$ cat config.mk
export PLATFORM = sky130hd
export DESIGN_NAME = uart_channel_router
export DESIGN_NICKNAME = d
export VERILOG_FILES = /design/src/rtl/uart_channel_router.sv
export SDC_FILE = /design/constraint.sdc
export NUM_CORES = 1
export LEC_CHECK = 0
export ABC_AREA = 0
export CAP_MARGIN = 20
export CORE_MARGIN = 5
export CORE_UTILIZATION = 40
export DETAILED_ROUTE_END_ITERATION = 7
export DONT_BUFFER_PORTS = 1
export PLACE_DENSITY = 0.65
export SLEW_MARGIN = 0
export SYNTH_ARGS = -nofsm -noshare
export SYNTH_HDL_FRONTEND = slang
export SYNTH_SLANG_ARGS = --single-unit
$ cat constraint.sdc
create_clock -name clk -period 3.6 [get_ports clk]
set_input_delay 0.9 -clock clk [delete_from_list [all_inputs] [get_ports clk]]
set_output_delay 0.9 -clock clk [all_outputs]
set_load 0.01 [all_outputs]
$ cat src/rtl/uart_channel_router.sv
// uart_channel_router: routes one host UART to one of N_CH channel UARTs.
// Channel changes are requested, then applied only once both live lines idle.
// Ports:
//   clk, reset      clock, asynchronous active-low reset
//   tx_host/rx_host host-side serial lines
//   ch_rx/ch_tx     per-channel serial lines (unselected ch_tx held at 1)
//   sel_req/_valid  channel request, accepted when sel_ready is high
//   active_sel      channel currently routed
//   switching       a switch is pending (DRAIN or SWITCH)
//   sel_err         1-cycle pulse for an out-of-range request
//   drain_to        1-cycle pulse when a busy line forces the switch
// Macro UART_ROUTER_DRAIN_TIMEOUT_EN adds the DRAIN_TIMEOUT forced switch;
// without it DRAIN waits for idle forever and drain_to is tied 0.

module uart_channel_router #(
    parameter int N_CH          = 4,
    parameter int SEL_W         = $clog2(N_CH),
`ifdef UART_ROUTER_DRAIN_TIMEOUT_EN
    parameter int DRAIN_TIMEOUT = 4096,
`endif
    parameter int IDLE_CYCLES   = 16
) (
    input  logic             clk,
    input  logic             reset,
    input  logic             tx_host,
    output logic             rx_host,
    input  logic [N_CH-1:0]  ch_rx,
    output logic [N_CH-1:0]  ch_tx,
    input  logic [SEL_W-1:0] sel_req,
    input  logic             sel_valid,
    output logic             sel_ready,
    output logic [SEL_W-1:0] active_sel,
    output logic             switching,
    output logic             sel_err,
    output logic             drain_to
);

    localparam int IW  = $clog2(IDLE_CYCLES + 1);
    localparam int SW1 = SEL_W + 1;
    localparam logic [IW-1:0]  IDLE_MAX = IW'(IDLE_CYCLES);
    localparam logic [SEL_W:0] NCH_LIM  = SW1'(N_CH);

    typedef enum logic [1:0] {
        ST_ACTIVE = 2'd0,
        ST_DRAIN  = 2'd1,
        ST_SWITCH = 2'd2
    } state_e;

    state_e state_q, state_d;

    logic [1:0]       tx_sync_q;
    logic [N_CH-1:0]  rx_s1_q;
    logic [N_CH-1:0]  rx_s2_q;
    logic             tx_line;
    logic             rx_line;
    logic             line_high;
    logic             line_idle;
    logic [IW-1:0]    idle_cnt_q, idle_cnt_d;
    logic [SEL_W-1:0] active_sel_q, active_sel_d;
    logic [SEL_W-1:0] pend_sel_q, pend_sel_d;
    logic [N_CH-1:0]  ch_tx_q, ch_tx_d;
    logic             rx_host_q, rx_host_d;
    logic             sel_err_q, sel_err_d;
    logic             accept;
    logic             req_bad;
    logic             req_same;
    logic             drain_expired;

    // Synchronisers preset to mark so reset looks like an idle line.
    always_ff @(posedge clk or negedge reset) begin
        if (!reset) begin
            tx_sync_q <= 2'b11;
            rx_s1_q   <= '1;
            rx_s2_q   <= '1;
        end else begin
            tx_sync_q <= {tx_sync_q[0], tx_host};
            rx_s1_q   <= ch_rx;
            rx_s2_q   <= rx_s1_q;
        end
    end

    assign tx_line   = tx_sync_q[1];
    assign rx_line   = rx_s2_q[active_sel_q];
    assign line_high = tx_line & rx_line;
    assign line_idle = (idle_cnt_q == IDLE_MAX);

    // Saturating run length of both live lines at mark; the SWITCH
    // cycle restarts it so the new channel must prove idle on its own.
    always_comb begin
        idle_cnt_d = '0;
        if (state_q != ST_SWITCH && line_high) begin
            idle_cnt_d = line_idle ? idle_cnt_q : idle_cnt_q + 1'b1;
        end
    end

    assign req_bad  = ({1'b0, sel_req} >= NCH_LIM);
    assign req_same = (sel_req == active_sel_q);
    assign accept   = sel_valid & sel_ready;

`ifdef UART_ROUTER_DRAIN_TIMEOUT_EN
    localparam int DW = $clog2(DRAIN_TIMEOUT + 1);
    localparam logic [DW-1:0] DRAIN_LAST = DW'(DRAIN_TIMEOUT - 1);

    logic [DW-1:0] drain_cnt_q, drain_cnt_d;
    logic          drain_to_q, drain_to_d;

    // Counts DRAIN cycles; the last one forces the move to SWITCH.
    assign drain_expired = (state_q == ST_DRAIN) &&
                           (drain_cnt_q == DRAIN_LAST);
    assign drain_to_d    = drain_expired & ~line_idle;

    always_comb begin
        drain_cnt_d = '0;
        if (state_q == ST_DRAIN && !drain_expired) begin
            drain_cnt_d = drain_cnt_q + 1'b1;
        end
    end

    always_ff @(posedge clk or negedge reset) begin
        if (!reset) begin
            drain_cnt_q <= '0;
            drain_to_q  <= 1'b0;
        end else begin
            drain_cnt_q <= drain_cnt_d;
            drain_to_q  <= drain_to_d;
        end
    end

    assign drain_to = drain_to_q;
`else
    assign drain_expired = 1'b0;
    assign drain_to      = 1'b0;
`endif

    // FSM state register
    always_ff @(posedge clk or negedge reset) begin
        if (!reset) begin
            state_q <= ST_ACTIVE;
        end else begin
            state_q <= state_d;
        end
    end

    // FSM next state
    always_comb begin
        state_d = state_q;
        unique case (state_q)
            ST_ACTIVE: begin
                if (accept && !req_bad && !req_same) begin
                    state_d = ST_DRAIN;
                end
            end
            ST_DRAIN: begin
                if (line_idle || drain_expired) begin
                    state_d = ST_SWITCH;
                end
            end
            ST_SWITCH: state_d = ST_ACTIVE;
            default:   state_d = ST_ACTIVE;
        endcase
    end

    // FSM outputs
    always_comb begin
        sel_ready = (state_q == ST_ACTIVE);
        switching = (state_q == ST_DRAIN) || (state_q == ST_SWITCH);
    end

    // Request bookkeeping
    always_comb begin
        active_sel_d = active_sel_q;
        pend_sel_d   = pend_sel_q;
        sel_err_d    = 1'b0;
        if (state_q == ST_SWITCH) begin
            active_sel_d = pend_sel_q;
        end
        if (accept) begin
            if (req_bad) begin
                sel_err_d = 1'b1;
            end else if (!req_same) begin
                pend_sel_d = sel_req;
            end
        end
    end

    // Routing: the SWITCH cycle drives mark everywhere so no glitch of
    // the old channel leaks onto the new one.
    always_comb begin
        ch_tx_d   = '1;
        rx_host_d = 1'b1;
        if (state_q != ST_SWITCH) begin
            ch_tx_d[active_sel_q] = tx_line;
            rx_host_d             = rx_line;
        end
    end

    always_ff @(posedge clk or negedge reset) begin
        if (!reset) begin
            idle_cnt_q   <= '0;
            active_sel_q <= '0;
            pend_sel_q   <= '0;
            ch_tx_q      <= '1;
            rx_host_q    <= 1'b1;
            sel_err_q    <= 1'b0;
        end else begin
            idle_cnt_q   <= idle_cnt_d;
            active_sel_q <= active_sel_d;
            pend_sel_q   <= pend_sel_d;
            ch_tx_q      <= ch_tx_d;
            rx_host_q    <= rx_host_d;
            sel_err_q    <= sel_err_d;
        end
    end

    assign ch_tx      = ch_tx_q;
    assign rx_host    = rx_host_q;
    assign active_sel = active_sel_q;
    assign sel_err    = sel_err_q;

endmodule
# After elaboration in Yosys (flattened, before gate mapping)
# Index checks and enable logic that the tools add are counted.
# op_classes
bitwise	5
n_addsub	1
magnitude_cmp	2
reduce_logical	8
eq_ne	8
n_mux	11
# op_table
cell	count
5-bit 2-to-1 mux	2
2-bit != test (second input constant)	3
5-bit by 1-bit adder with 5-bit output (second input constant)	1
5-bit equality test (second input constant)	1
2-bit 2-to-1 mux	2
4-bit 2-to-1 mux	1
4-bit inverter	1
4-bit bitwise OR	1
2-bit case mux with 2 select lines	1
2-bit AND reduction	2
1-bit logical AND	3
2-bit by 3-bit less-than comparator with 1-bit output (second input constant)	1
1-bit 2-to-1 mux	3
1-bit AND	2
1-bit binary-select mux with 2-bit select	1
1-bit demux with 2-bit select	1
2-bit by 1-bit equality test with 1-bit output (second input constant)	1
2-bit equality test	1
2-bit equality test (second input constant)	1
2-bit by 1-bit greater-or-equal comparator with 1-bit output (second input constant)	1
2-bit logical NOT	1
2-bit by 1-bit != test with 1-bit output (second input constant)	1
1-bit logical NOT	1
1-bit logical OR	1
1-bit inverter	1
# word_totals
out_inout_bits	11
wordCells	44
in_bits	10
reg_bits	26

# Logic depth before layout (Yosys ltp)
# Gate-level depths: netlist of run 1.
# depth
word_depth	7
mapped_depth	6
mapped_depth_nobuf	6

# Least setup slack after synthesis of run 1
# No wires, ideal clock.
# synth_path
path_type	input-to-reg
startpoint	in sel_req[0]
endpoint	reg pend_sel_q[0]
stages	3
path_slack_ns	1.840
required_time_ns	3.472
arrival_ns	1.633
cell_sequence	xor2_1 o211ai_1 mux2_1
# synth_between
elab_chain_cells	3
# synth_rtl
item	line_no	rtl
from (decl)	29	input logic [SEL_W-1:0] sel_req,
2-bit equality test	97	assign req_same = (sel_req == active_sel_q);
1-bit inverter (no line)	n/a	
2-bit AND reduction (no line)	n/a	
to (signal assigned)	208	pend_sel_q <= pend_sel_d;
to (decl)	60	logic [SEL_W-1:0] pend_sel_q, pend_sel_d;
# Parallel ways exist; a longest one is shown, timed or not.
# A chain may end at the register's enable or synchronous reset.

# Final worst setup path of run 1
# layout_path
startpoint	reg state_q[0]
endpoint	out switching
# layout_between
elab_chain_cells	2
word_cells_on_any_way	3
cone_classes	2 x eq/ne; 1 x reduce/logical
# layout_rtl
item	line_no	rtl
from (decl)	49	state_e state_q, state_d;
from (signal assigned)	140	state_q <= state_d;
2-bit by 1-bit equality test with 1-bit output or 2-bit equality test (tied branches)	166	switching = (state_q == ST_DRAIN) || (state_q == ST_SWITCH);
1-bit logical OR *	166	
to (decl)	33	output logic switching,
# Every way passes the cells marked *; elsewhere a longest branch is shown, timed or not.

==> impl_summary.txt, run 1 <==
----------------------------------------------------
[Timing]
  F_max ... 486.0 MHz
  Final worst path period need ... approximately 2 ns
  Worst hold-check slack ... approximately 0.25 ns
  Worst clock skew ... 0.006596 ns
  Post-route clock period utilization ... 57.15%
  Max-slew violation count ... 0
  Final critical-path setup slack ... between 1.5 and 2 ns
  RSZ-0062 raised after global routing ... false
  TNS Setup ... 0 ns
  Finish-stage setup viols ... 0
  Hold violation total from the final report ... 0

[Detailed routing]
  Post-route DRC violation count ... 0
  DR vias ... about 520
  Post-detailed-route wirelength per cell ... about 14 um
  Count of TritonRoute iterations in the first routing pass ... 3
  Final Routed Wirelength ... ~1.5 mm
  Count of routing violations after the opening detailed-route iteration ... 2
  Number of vias per cell ... a little under 5
  Antenna violation net count after detailed routing ... 0

[Setup path]
  Largest fanout on the critical path ... 4
  List of cells traversed by the critical path ... inv_1 > ha_1
  Critical Path RT ... between 2 and 3 ns
  Reg-to-reg startpoint ... idle_cnt_q[0]
  Register-to-register setup slack ... 2.01 ns
  Endpoint of the lowest-slack register-to-register path ... state_q[1]
  R2R depth ... 6
  Highest cell delay on the worst timing path ... approximately 0.42 ns
  Element type at the critical path start ... flop
  Slowest stage cell on the critical path ... sky130_fd_sc_hd__dfrtp_1
  Worst EP arrival ... approximately 1.2 ns
  Type of element capturing the critical path ... primary output
  Critical Setup Path Class ... flop to primary output

[Synthesis]
  Top area cells in the synthesized netlist ... sky130_fd_sc_hd__dfstp_2 37%, sky130_fd_sc_hd__dfrtp_1 26%, sky130_fd_sc_hd__ha_1 7.1%
  Synthesized area divided by synthesized cell count ... between 10 and 15 um2
  Proportion of synthesized chip area in sequential cells ... a little over three fifths
  Number of warnings reported in the yosys synthesis log ... 0
  Gate count of the mapped netlist ... between 70 and 80
  Summed instance area of the synthesized netlist ... ~0.0011 mm2
  Top_reg_cell synth ... sky130_fd_sc_hd__dfstp_2
  Dominant cell type by area after synthesis ... sky130_fd_sc_hd__dfstp_2
  Seq cells post-synth ... 26
  Area share of the leading cell type in the synthesized netlist ... 37.02%
  Number of distinct standard cells referenced by the synthesized netlist ... 26
  Post-synth ARST share ... 100.0%
  Commonest cells post-synth ... 15 x sky130_fd_sc_hd__dfstp_2, 11 x sky130_fd_sc_hd__dfrtp_1, 6 x sky130_fd_sc_hd__ha_1
  Most frequently used cell type in the post-synthesis netlist ... sky130_fd_sc_hd__dfstp_2
  Number of flops mapped to enable cells by yosys ... 0

[Die]
  Core Area ... approximately 0.0025 mm2
  Die area ... between 0.003 and 0.004 mm2
  Die X ... just over 60 um
  Vertical extent of the die ... roughly 62 um
  Effective utilization at floorplan ... a little over two fifths
  Count of standard-cell rows ... 18
  Number of top-level pins ... 21

[GRT]
  Via count of the first global-routing pass ... around 560
  Antenna violations before repair ... 0
  Residual overflow from global routing ... 0
  Maximum number of pins on one net before global-route repair ... 27
  Wire length of the first global-routing pass ... roughly 2.7 mm
  Gr usage total ... around a tenth

[Finish]
  Layout overhead on the synthesized area ... 6.933%
  Final standard cell utilization of the core ... between 40% and 50%
  Number of nets in the final layout ... 94
  Share of layout cells above drive strength 1 ... 33.77%
  Diodes inserted ... 0
  Layout fillers ... 229

[Pwr]
  Peak ir drop on the vdd network ... ~0.32 mV
  Leak ... 0.5069 nW
  Power density over cell area ... approximately 440 mW/mm2

[Clock network]
  H-tree depth reported by CTS ... 1
  Count of cells resized by post-cts repair ... 0
  Number of buffers inserted by post-CTS setup repair ... 0
  Max Buffers Root-to-Sink ... 2
  CTS tree ... yes
  Clock sink total ... 26
  Clk pin slew, worst setup/hold paths ... about 0.14 ns
  CTS root buf ... sky130_fd_sc_hd__clkbuf_4
  Insertion delay to the later sink of the worst-skew pair ... approximately 0.32 ns
  CTS Hold Buffers Added ... 0
  Number of buffers added by the clock tree synthesis step ... 3

[Placed design]
  Worst slack at placement ... ~1.8 ns
  DPL Wire Length ... 1.097 mm
  Number of buffers added on ports ... 0
  GPL Wtd Cong ... between 0.6 and 0.7

[Min path]
  Min-Delay Path Class ... primary input to async pin

[Status]
  Status ... completed

[Run]
  Maximum capacitance violations ... 0

----------------------------------------------------
## layer usage
layer  share of wire (%)  global-route usage, %  vias up
li1                    -                      -      250
met1                  44                  13.37      258
met2                  47                  14.20       13
met3                 8.0                  3.774        2
met4                0.93                  4.545        0
met5                   0                      0        -
## worst max-delay path by stage
stage,slack (ns),startpoint,depth (start not counted),to
after floorplan,1.84,sel_req[0],3,pend_sel_q[0]
after global routing,1.48,state_q[0],2,switching
final,1.54,state_q[0],2,switching
after global placement,1.80,sel_req[0],3,pend_sel_q[1]
after detailed placement,1.79,sel_req[0],3,pend_sel_q[1]
after CTS,1.52,state_q[0],2,switching
## state kept, by name, indices dropped and copies added (netlist names)
name / count
state_q: 2
ch_tx: 4
tx_sync_q: 2
pend_sel_q: 2
active_sel: 2
rx_s1_q: 4
idle_cnt_q: 5
rx_host: 1
rx_s2_q: 4
## cells in the final DEF, fill, tap and decap left out
master | Yosys | layout
sky130_fd_sc_hd__or2_1 | 1 | 1
sky130_fd_sc_hd__mux4_2 | 1 | 1
sky130_fd_sc_hd__dfstp_2 | 15 | 15
sky130_fd_sc_hd__nor2b_2 | 1 | 1
sky130_fd_sc_hd__ha_1 | 6 | 6
sky130_fd_sc_hd__xnor2_1 | 2 | 2
sky130_fd_sc_hd__inv_1 | 4 | 4
sky130_fd_sc_hd__nor3_1 | 1 | 1
sky130_fd_sc_hd__dfrtp_1 | 11 | 11
sky130_fd_sc_hd__mux2_2 | 2 | 2
sky130_fd_sc_hd__nand2_1 | 1 | 1
sky130_fd_sc_hd__a21oi_1 | 1 | 1
sky130_fd_sc_hd__nor2_1 | 5 | 5
sky130_fd_sc_hd__mux2i_1 | 1 | 1
sky130_fd_sc_hd__mux2_1 | 3 | 3
sky130_fd_sc_hd__nand3b_1 | 1 | 1
sky130_fd_sc_hd__nand2b_1 | 1 | 1
sky130_fd_sc_hd__nand3_1 | 3 | 3
sky130_fd_sc_hd__clkbuf_4 | 0 | 3
sky130_fd_sc_hd__o21ai_0 | 3 | 3
sky130_fd_sc_hd__clkbuf_16 | 0 | 1
sky130_fd_sc_hd__xor2_1 | 4 | 4
sky130_fd_sc_hd__nor3_2 | 1 | 1
sky130_fd_sc_hd__o211ai_1 | 1 | 1
sky130_fd_sc_hd__conb_1 | 1 | 2
sky130_fd_sc_hd__and4bb_4 | 1 | 1
sky130_fd_sc_hd__nand3b_4 | 1 | 1
## where the power goes
group / switching (mW) / internal, mW / leakage [nW]
Combinational: 0.00694 / 0.00669 / 0.176
Sequential: 0.00565 / 0.310 / 0.305
Clock: 0.0855 / 0.0848 / 0.0261
Total: 0.0981 / 0.401 / 0.507
## through the flow
stage	total power, mW	area [um2]	instances
after floorplan	0.3321	1069	75
after global placement	0.3333	1091	103
after detailed placement	0.3341	1091	103
after CTS	0.5072	1139	107
after global routing	0.5217	1139	107
final	0.4992	1139	107
## critical path, delay by kind of cell (launching register included)
kind                     cells  cell delay [ns]
flip-flops                   1             0.42
buffers and inverters        1             0.08
adder cells (fa/ha/maj)      1             0.34
## layout make-up
cell class                      instances  area (um2)  area share [%]
Clock buffer                            4       47.55           4.176
Inverter                                4       15.01           1.319
Multi-Input combinational cell         43       369.1           32.42
Sequential cell                        26       669.4           58.79
Tap cell                               30       37.54           3.297
## cells by family after synthesis
logic type,count (synthesis),synth area share [%]
flops,26,62.87
compound gates,5,2.585
xor+xnor,6,4.935
buf+inv,6,2.819
mux,7,8.343
simple gates,17,11.05
fa+ha+maj,6,7.050
other cells,1,0.3522
(Power assumes the default switching activity.)
==> inputs of run 2 (changes only) <==
- clock period: 3.6 -> 2.1 ns (I/O delays scaled with it)
==> impl_summary.txt, run 2 (synthesized netlist as in run 1, its figures left out) <==
----------------------------------------------------
[Status]
  Status ... completed

[Clock network]
  Number of buffers added by the clock tree synthesis step ... 3 (unchanged)
  Max Buffers Root-to-Sink ... 2 (unchanged)
  Insertion delay to the later sink of the worst-skew pair ... 0.31 ns (about the same)
  H-tree depth reported by CTS ... 1 (unchanged)
  CTS tree ... yes
  CTS root buf ... sky130_fd_sc_hd__clkbuf_4
  Clk pin slew, worst setup/hold paths ... 0.13 ns (about the same)
  Clock sink total ... 26 (unchanged)

[Finish]
  Layout overhead on the synthesized area ... 8.813%
  Final standard cell utilization of the core ... 45.93% (+0.79 points)
  Share of layout cells above drive strength 1 ... 32.91% (-0.85 points)
  Number of nets in the final layout ... 96 (+2.1%)
  Highest-count cells in the layout ignoring fill and taps ... 15 x sky130_fd_sc_hd__dfstp_2, 11 x sky130_fd_sc_hd__dfrtp_1, 6 x sky130_fd_sc_hd__ha_1
  Number of flip-flops in the largest register ... 5 (unchanged)
  Diodes inserted ... 0 (unchanged)
  Layout fillers ... 240 (+4.8%)
  Register containing the most flip-flops in the final layout ... idle_cnt_q
  Most frequent standard cell in the layout excluding fill and tap cells ... sky130_fd_sc_hd__dfstp_2

[Pwr]
  Power density over cell area ... 746.1 mW/mm2 (+70%)
  Peak ir drop on the vdd network ... 0.5211 mV (+64%)
  Leak ... 0.5152 nW (+1.6%)

[Detailed routing]
  Post-route DRC violation count ... 0 (unchanged)
  Final Routed Wirelength ... 1.569 mm (+4.0%)
  Post-detailed-route wirelength per cell ... 14.39 um (+2.1%)
  Count of TritonRoute iterations in the first routing pass ... 2 (-1)
  Antenna violation net count after detailed routing ... 0 (unchanged)
  DR vias ... 537 (+2.7%)
  Number of vias per cell ... 4.927 (+0.79%)
  Count of routing violations after the opening detailed-route iteration ... 3 (+1)

[Setup path]
  Type of element capturing the critical path ... primary output
  Element type at the critical path start ... flop
  Critical Path RT ... 1.57 ns (-1.13 ns)
  Top delay family on crit path ... flip-flops
  Worst EP arrival ... 1.15 ns (about the same)
  Buf+Inv Stages, Crit Path ... 1 (unchanged)
  Largest fanout on the critical path ... 4 (unchanged)
  Critical Setup Path Class ... flop to primary output
  Slowest stage cell on the critical path ... sky130_fd_sc_hd__dfrtp_1
  Highest cell delay on the worst timing path ... 0.42 ns (about the same)
  List of cells traversed by the critical path ... inv_1 > ha_1

[Placed design]
  DPL Wire Length ... 1.144 mm (+4.3%)
  GPL Wtd Cong ... 0.7632 (+14%)
  Number of buffers added on ports ... 0 (unchanged)

[Die]
  Die area ... 0.003794 mm2 (unchanged)
  Vertical extent of the die ... 61.60 um (unchanged)
  Number of top-level pins ... 21 (unchanged)
  Count of standard-cell rows ... 18 (unchanged)
  Core Area ... 0.002522 mm2 (unchanged)
  Effective utilization at floorplan ... 42.21% (unchanged)
  Die X ... 61.60 um (unchanged)

[Timing]
  Post-route clock period utilization ... 79.63%
  Worst clock skew ... 0.003637 ns (-0.002959 ns)
  Hold violation total from the final report ... 0 (unchanged)
  Worst-case headroom to the max-slew limit ... roughly 64%
  Final worst path period need ... between 1.5 and 2 ns
  TNS Setup ... 0 ns (unchanged)
  F_max ... ~600 MHz
  Finish-stage setup viols ... 0 (unchanged)
  Max-slew violation count ... 0 (unchanged)
  RSZ-0062 raised after global routing ... false
  Actual slew at the worst max-slew pin ... 0.5381 ns

[GRT]
  Maximum number of pins on one net before global-route repair ... 17 (-37%)
  Wire length of the first global-routing pass ... 2.704 mm (unchanged)
  Gr usage total ... 9.713% (-0.23 points)
  Residual overflow from global routing ... 0 (unchanged)
  Via count of the first global-routing pass ... 585 (+4.8%)
  Antenna violations before repair ... 0 (unchanged)

[Run]
  Maximum capacitance violations ... 0 (unchanged)

[Min path]
  Min-Delay Path Class ... primary input to async pin

----------------------------------------------------
-- run 2: cell types whose count changed in the layout (fill, tap and decap cells not counted) --
cell / before / now
sky130_fd_sc_hd__dlygate4sd3_1: 0 / 2
-- run 2: report_power, final --
group | switching, mW | total, mW | internal (mW)
registers | 0.00967 | 0.540 | 0.531
clock network | 0.145 | 0.290 | 0.145
logic | 0.0202 | 0.0342 | 0.0140
-- run 2: metal layers --
layer	share of wire, %	track usage [%]
met5	0	0
met4	1.1	3.636
met3	7.6	3.774
met2	48	14.50
met1	43	12.80
-- run 2: what timing repair did --
| action | 4_1_cts | 5_1_grt |
|---|---|---|
| gates resized for setup | 0 | 0 |
| hold endpoints to repair | 11 | 13 |
| buffers inserted | 0 | 0 |
| hold buffers | 1 | 1 |
-- run 2: layout make-up --
cell class	count	area, um2	area share, %
repair buffers	2	20.02	1.728
inverters	4	15.01	1.296
well taps	30	37.54	3.240
flip-flops and latches	26	669.4	57.78
multi-input cells	43	369.1	31.86
clock buffers	4	47.55	4.104
-- run 2: path summary, 6_finish.rpt --
kind | slack [ns] | startpoint | end | depth (start not counted)
setup / recovery | 0.43 | state_q[0] | switching | 2
hold / removal | 0.03 | reset | ch_tx[1] | 0
setup reg to reg | 0.51 | idle_cnt_q[0] | state_q[1] | 6
hold reg to reg | 0.37 | rx_s1_q[1] | rx_s2_q[1] | 0
max in group asynchronous | 1.13 | reset | tx_sync_q[1] | 1
min in group clk | 0.18 | tx_host | tx_sync_q[0] | 0
-- run 2: per-stage QoR --
step	worst slack [ns]	hold slack (ns)	cell area [um2]	cells	total power [mW]
detailed placement	0.5189	0.2302	1091	103	0.5727
CTS	0.4195	0.01113	1149	108	0.8706
global placement	0.5856	0.2304	1091	103	0.5712
floorplan	0.6193	0.2294	1069	75	0.5693
finish	0.4278	0.02888	1159	109	0.8645
global route	0.3782	0.007308	1159	109	0.9018
==> inputs of run 3 (changes only) <==
- PLACE_DENSITY: 0.65 -> 0.67
- clock period: 2.1 -> 1.45 ns (I/O delays scaled with it)
==> impl_summary.txt, run 3 (synthesized netlist as in run 1, its figures left out) <==
----------------------------------------------------
[Placed design]
  Placed instance area ... 0.001164 mm2 (+6.7%)
  Number of buffers added on ports ... 0 (unchanged)
  GPL Wtd Cong ... 0.6707 (-12%)
  Worst slack at placement ... -0.01068 ns (-0.5296 ns)
  DPL Wire Length ... 1.136 mm (-0.70%)

[Setup path]
  Top delay family on crit path ... flip-flops
  Buf+Inv Stages, Crit Path ... 1 (unchanged)
  Element type at the critical path start ... flop
  Type of element capturing the critical path ... flop
  Slowest stage cell on the critical path ... sky130_fd_sc_hd__dfrtp_1
  Critical Path RT ... 1.67 ns (+0.10 ns)
  Critical Setup Path Class ... flop to flop
  List of cells traversed by the critical path ... inv_2 > ha_4 > and4bb_4 > nor2b_4 > a21oi_2 > mux2_4
  Worst EP arrival ... 1.67 ns (+0.52 ns)
  Highest cell delay on the worst timing path ... 0.42 ns (about the same)
  Largest fanout on the critical path ... 2 (-2)

[Timing]
  Post-route clock period utilization ... 100.1%
  Finish-stage setup viols ... 1 (+1)
  Worst clock skew ... 0.007257 ns (+0.003620 ns)
  F_max ... between 600 and 700 MHz
  Hold violation total from the final report ... 0 (unchanged)
  Max-slew violation count ... 0 (unchanged)
  RSZ-0062 raised after global routing ... true
  Final critical-path setup slack ... -0.001418 ns (-0.4292 ns)
  Final worst path period need ... between 1 and 1.5 ns
  Worst hold-check slack ... 0.1681 ns (+0.1392 ns)

[Pwr]
  Net Sw Frac ... 19.06% (-1.1 points)
  Combinational group share of total power ... 5.7% (+1.7 points)
  Total power of the final layout ... 1.344 mW (+55%)
  Internal ... 1.088 mW (+58%)
  Switching pwr ... 256.2 uW (+47%)
  Share of total power in the clock network ... 36.1% (+2.6 points)
  Leak ... 0.6416 nW (+25%)
  Peak ir drop on the vdd network ... 0.9676 mV (+86%)
  Power density over cell area ... 959.0 mW/mm2 (+29%)
  Power share of the sequential group ... 58.2% (-4.3 points)

[Finish]
  Highest-count cells in the layout ignoring fill and taps ... 17 x sky130_fd_sc_hd__buf_4, 15 x sky130_fd_sc_hd__dfstp_2, 10 x sky130_fd_sc_hd__dfrtp_1
  Layout overhead on the synthesized area ... 31.61%
  Share of layout cells above drive strength 1 ... 52.94% (+20 points)
  Diodes inserted ... 0 (unchanged)
  Register containing the most flip-flops in the final layout ... idle_cnt_q
  Number of flip-flops in the largest register ... 5 (unchanged)
  Most frequent standard cell in the layout excluding fill and tap cells ... sky130_fd_sc_hd__buf_4
  Final standard cell utilization of the core ... 55.56% (+9.6 points)
  Number of nets in the final layout ... 119 (+24%)
  Final instance area ... 0.001401 mm2 (+21%)

[Die]
  Die area ... 0.003794 mm2 (unchanged)
  Core Area ... 0.002522 mm2 (unchanged)
  Count of standard-cell rows ... 18 (unchanged)
  Die X ... 61.60 um (unchanged)
  Number of top-level pins ... 21 (unchanged)
  Vertical extent of the die ... 61.60 um (unchanged)
  Effective utilization at floorplan ... 42.21% (unchanged)

[Clock network]
  Insertion delay to the later sink of the worst-skew pair ... 0.32 ns (about the same)
  H-tree depth reported by CTS ... 1 (unchanged)
  Max Buffers Root-to-Sink ... 2 (unchanged)
  CTS tree ... yes
  Clock sink total ... 26 (unchanged)
  Number of buffers added by the clock tree synthesis step ... 3 (unchanged)
  Clk pin slew, worst setup/hold paths ... 0.14 ns (about the same)
  CTS root buf ... sky130_fd_sc_hd__clkbuf_4

[Detailed routing]
  Count of TritonRoute iterations in the first routing pass ... 4 (+2)
  Post-detailed-route wirelength per cell ... 12.67 um (-12%)
  Final Routed Wirelength ... 1.672 mm (+6.6%)
  DR vias ... 630 (+17%)
  Count of routing violations after the opening detailed-route iteration ... 11 (+8)
  Antenna violation net count after detailed routing ... 0 (unchanged)
  Number of vias per cell ... 4.773 (-3.1%)
  Post-route DRC violation count ... 0 (unchanged)

[Min path]
  Min-Delay Path Class ... primary input to flop

[GRT]
  Met3 Track Usage GR ... 5.031% (+1.3 points)
  Wire length of the first global-routing pass ... 3.056 mm (+13%)
  Residual overflow from global routing ... 0 (unchanged)
  Met2 track demand over resource in global routing ... 16.74% (+2.2 points)
  Via count of the first global-routing pass ... 655 (+12%)
  Antenna violations before repair ... 0 (unchanged)
  Gr usage total ... 11.05% (+1.3 points)
  M1 GR Usage ... 14.57% (+1.8 points)
  Busiest grt layer ... met2
  Maximum number of pins on one net before global-route repair ... 27 (+10)

[Status]
  Status ... finished, violations left
  Failing checks ... setup timing

[Run]
  Maximum capacitance violations ... 0 (unchanged)

----------------------------------------------------
## run 3: cell types whose count changed in the layout (fill, tap and decap cells not counted), moves of 2 or more
cell                            delta
sky130_fd_sc_hd__buf_4            +17
sky130_fd_sc_hd__ha_4              +2
sky130_fd_sc_hd__dlygate4sd3_1     +4
sky130_fd_sc_hd__inv_1             -4
sky130_fd_sc_hd__inv_2             +4
sky130_fd_sc_hd__ha_1              -2
## run 3: worst paths after layout
| path | from | endpoint | slack [ns] | depth (start not counted) |
|---|---|---|---|---|
| max in group asynchronous | reset | ch_tx[1] | 0.77 | 2 |
| max | idle_cnt_q[1] | state_q[1] | -0.001 | 6 |
| min | sel_req[0] | pend_sel_q[0] | 0.17 | 1 |
| max reg2reg | idle_cnt_q[1] | state_q[1] | -0.001 | 6 |
| min in group asynchronous | reset | pend_sel_q[0] | 0.45 | 2 |
| min reg2reg | rx_s1_q[3] | rx_s2_q[3] | 0.37 | 0 |
## run 3: power by group through the flow
stage	Sequential, mW	Combinational [mW]	Clock (mW)
finish	0.782	0.0772	0.485
global route	0.786	0.0893	0.533
CTS	0.783	0.0675	0.498
detailed placement	0.795	0.0410	0
global placement	0.794	0.0386	0
floorplan	0.792	0.0352	0
## run 3: layout make-up
type                            instances  area (um2)
Inverter                                4       15.01
Multi-Input combinational cell         43       406.6
Sequential cell                        26       670.6
Timing Repair Buffer                   25       219.0
Clock buffer                            3       22.52
Fill cell                             212        1121
Tap cell                               30       37.54
Clock inverter                          1       30.03
## run 3: per-stage QoR
| stage | TNS (ns) | instances |
|---|---|---|
| 6_report | -0.001418 | 132 |
| 5_1_grt | -0.1289 | 132 |
| 4_1_cts | 0 | 123 |
| 3_5_place_dp | -0.01068 | 111 |
| 3_3_place_gp | 0 | 111 |
| 2_1_floorplan | -0.01229 | 75 |
## run 3: repair_timing
item	4_1_cts	5_1_grt
endpoints found under the setup margin	3	5
hold endpoints to repair	26	5
buffers inserted	6	4
gates resized for setup	8	1
pin swaps	1	1
hold buffers	2	5
## run 3: metal layers
metal / vias up / share of wire, %
li1: 301 / -
met4: 0 / 0.72
met3: 2 / 7.9
met2: 24 / 47
met1: 303 / 45
met5: - / 0
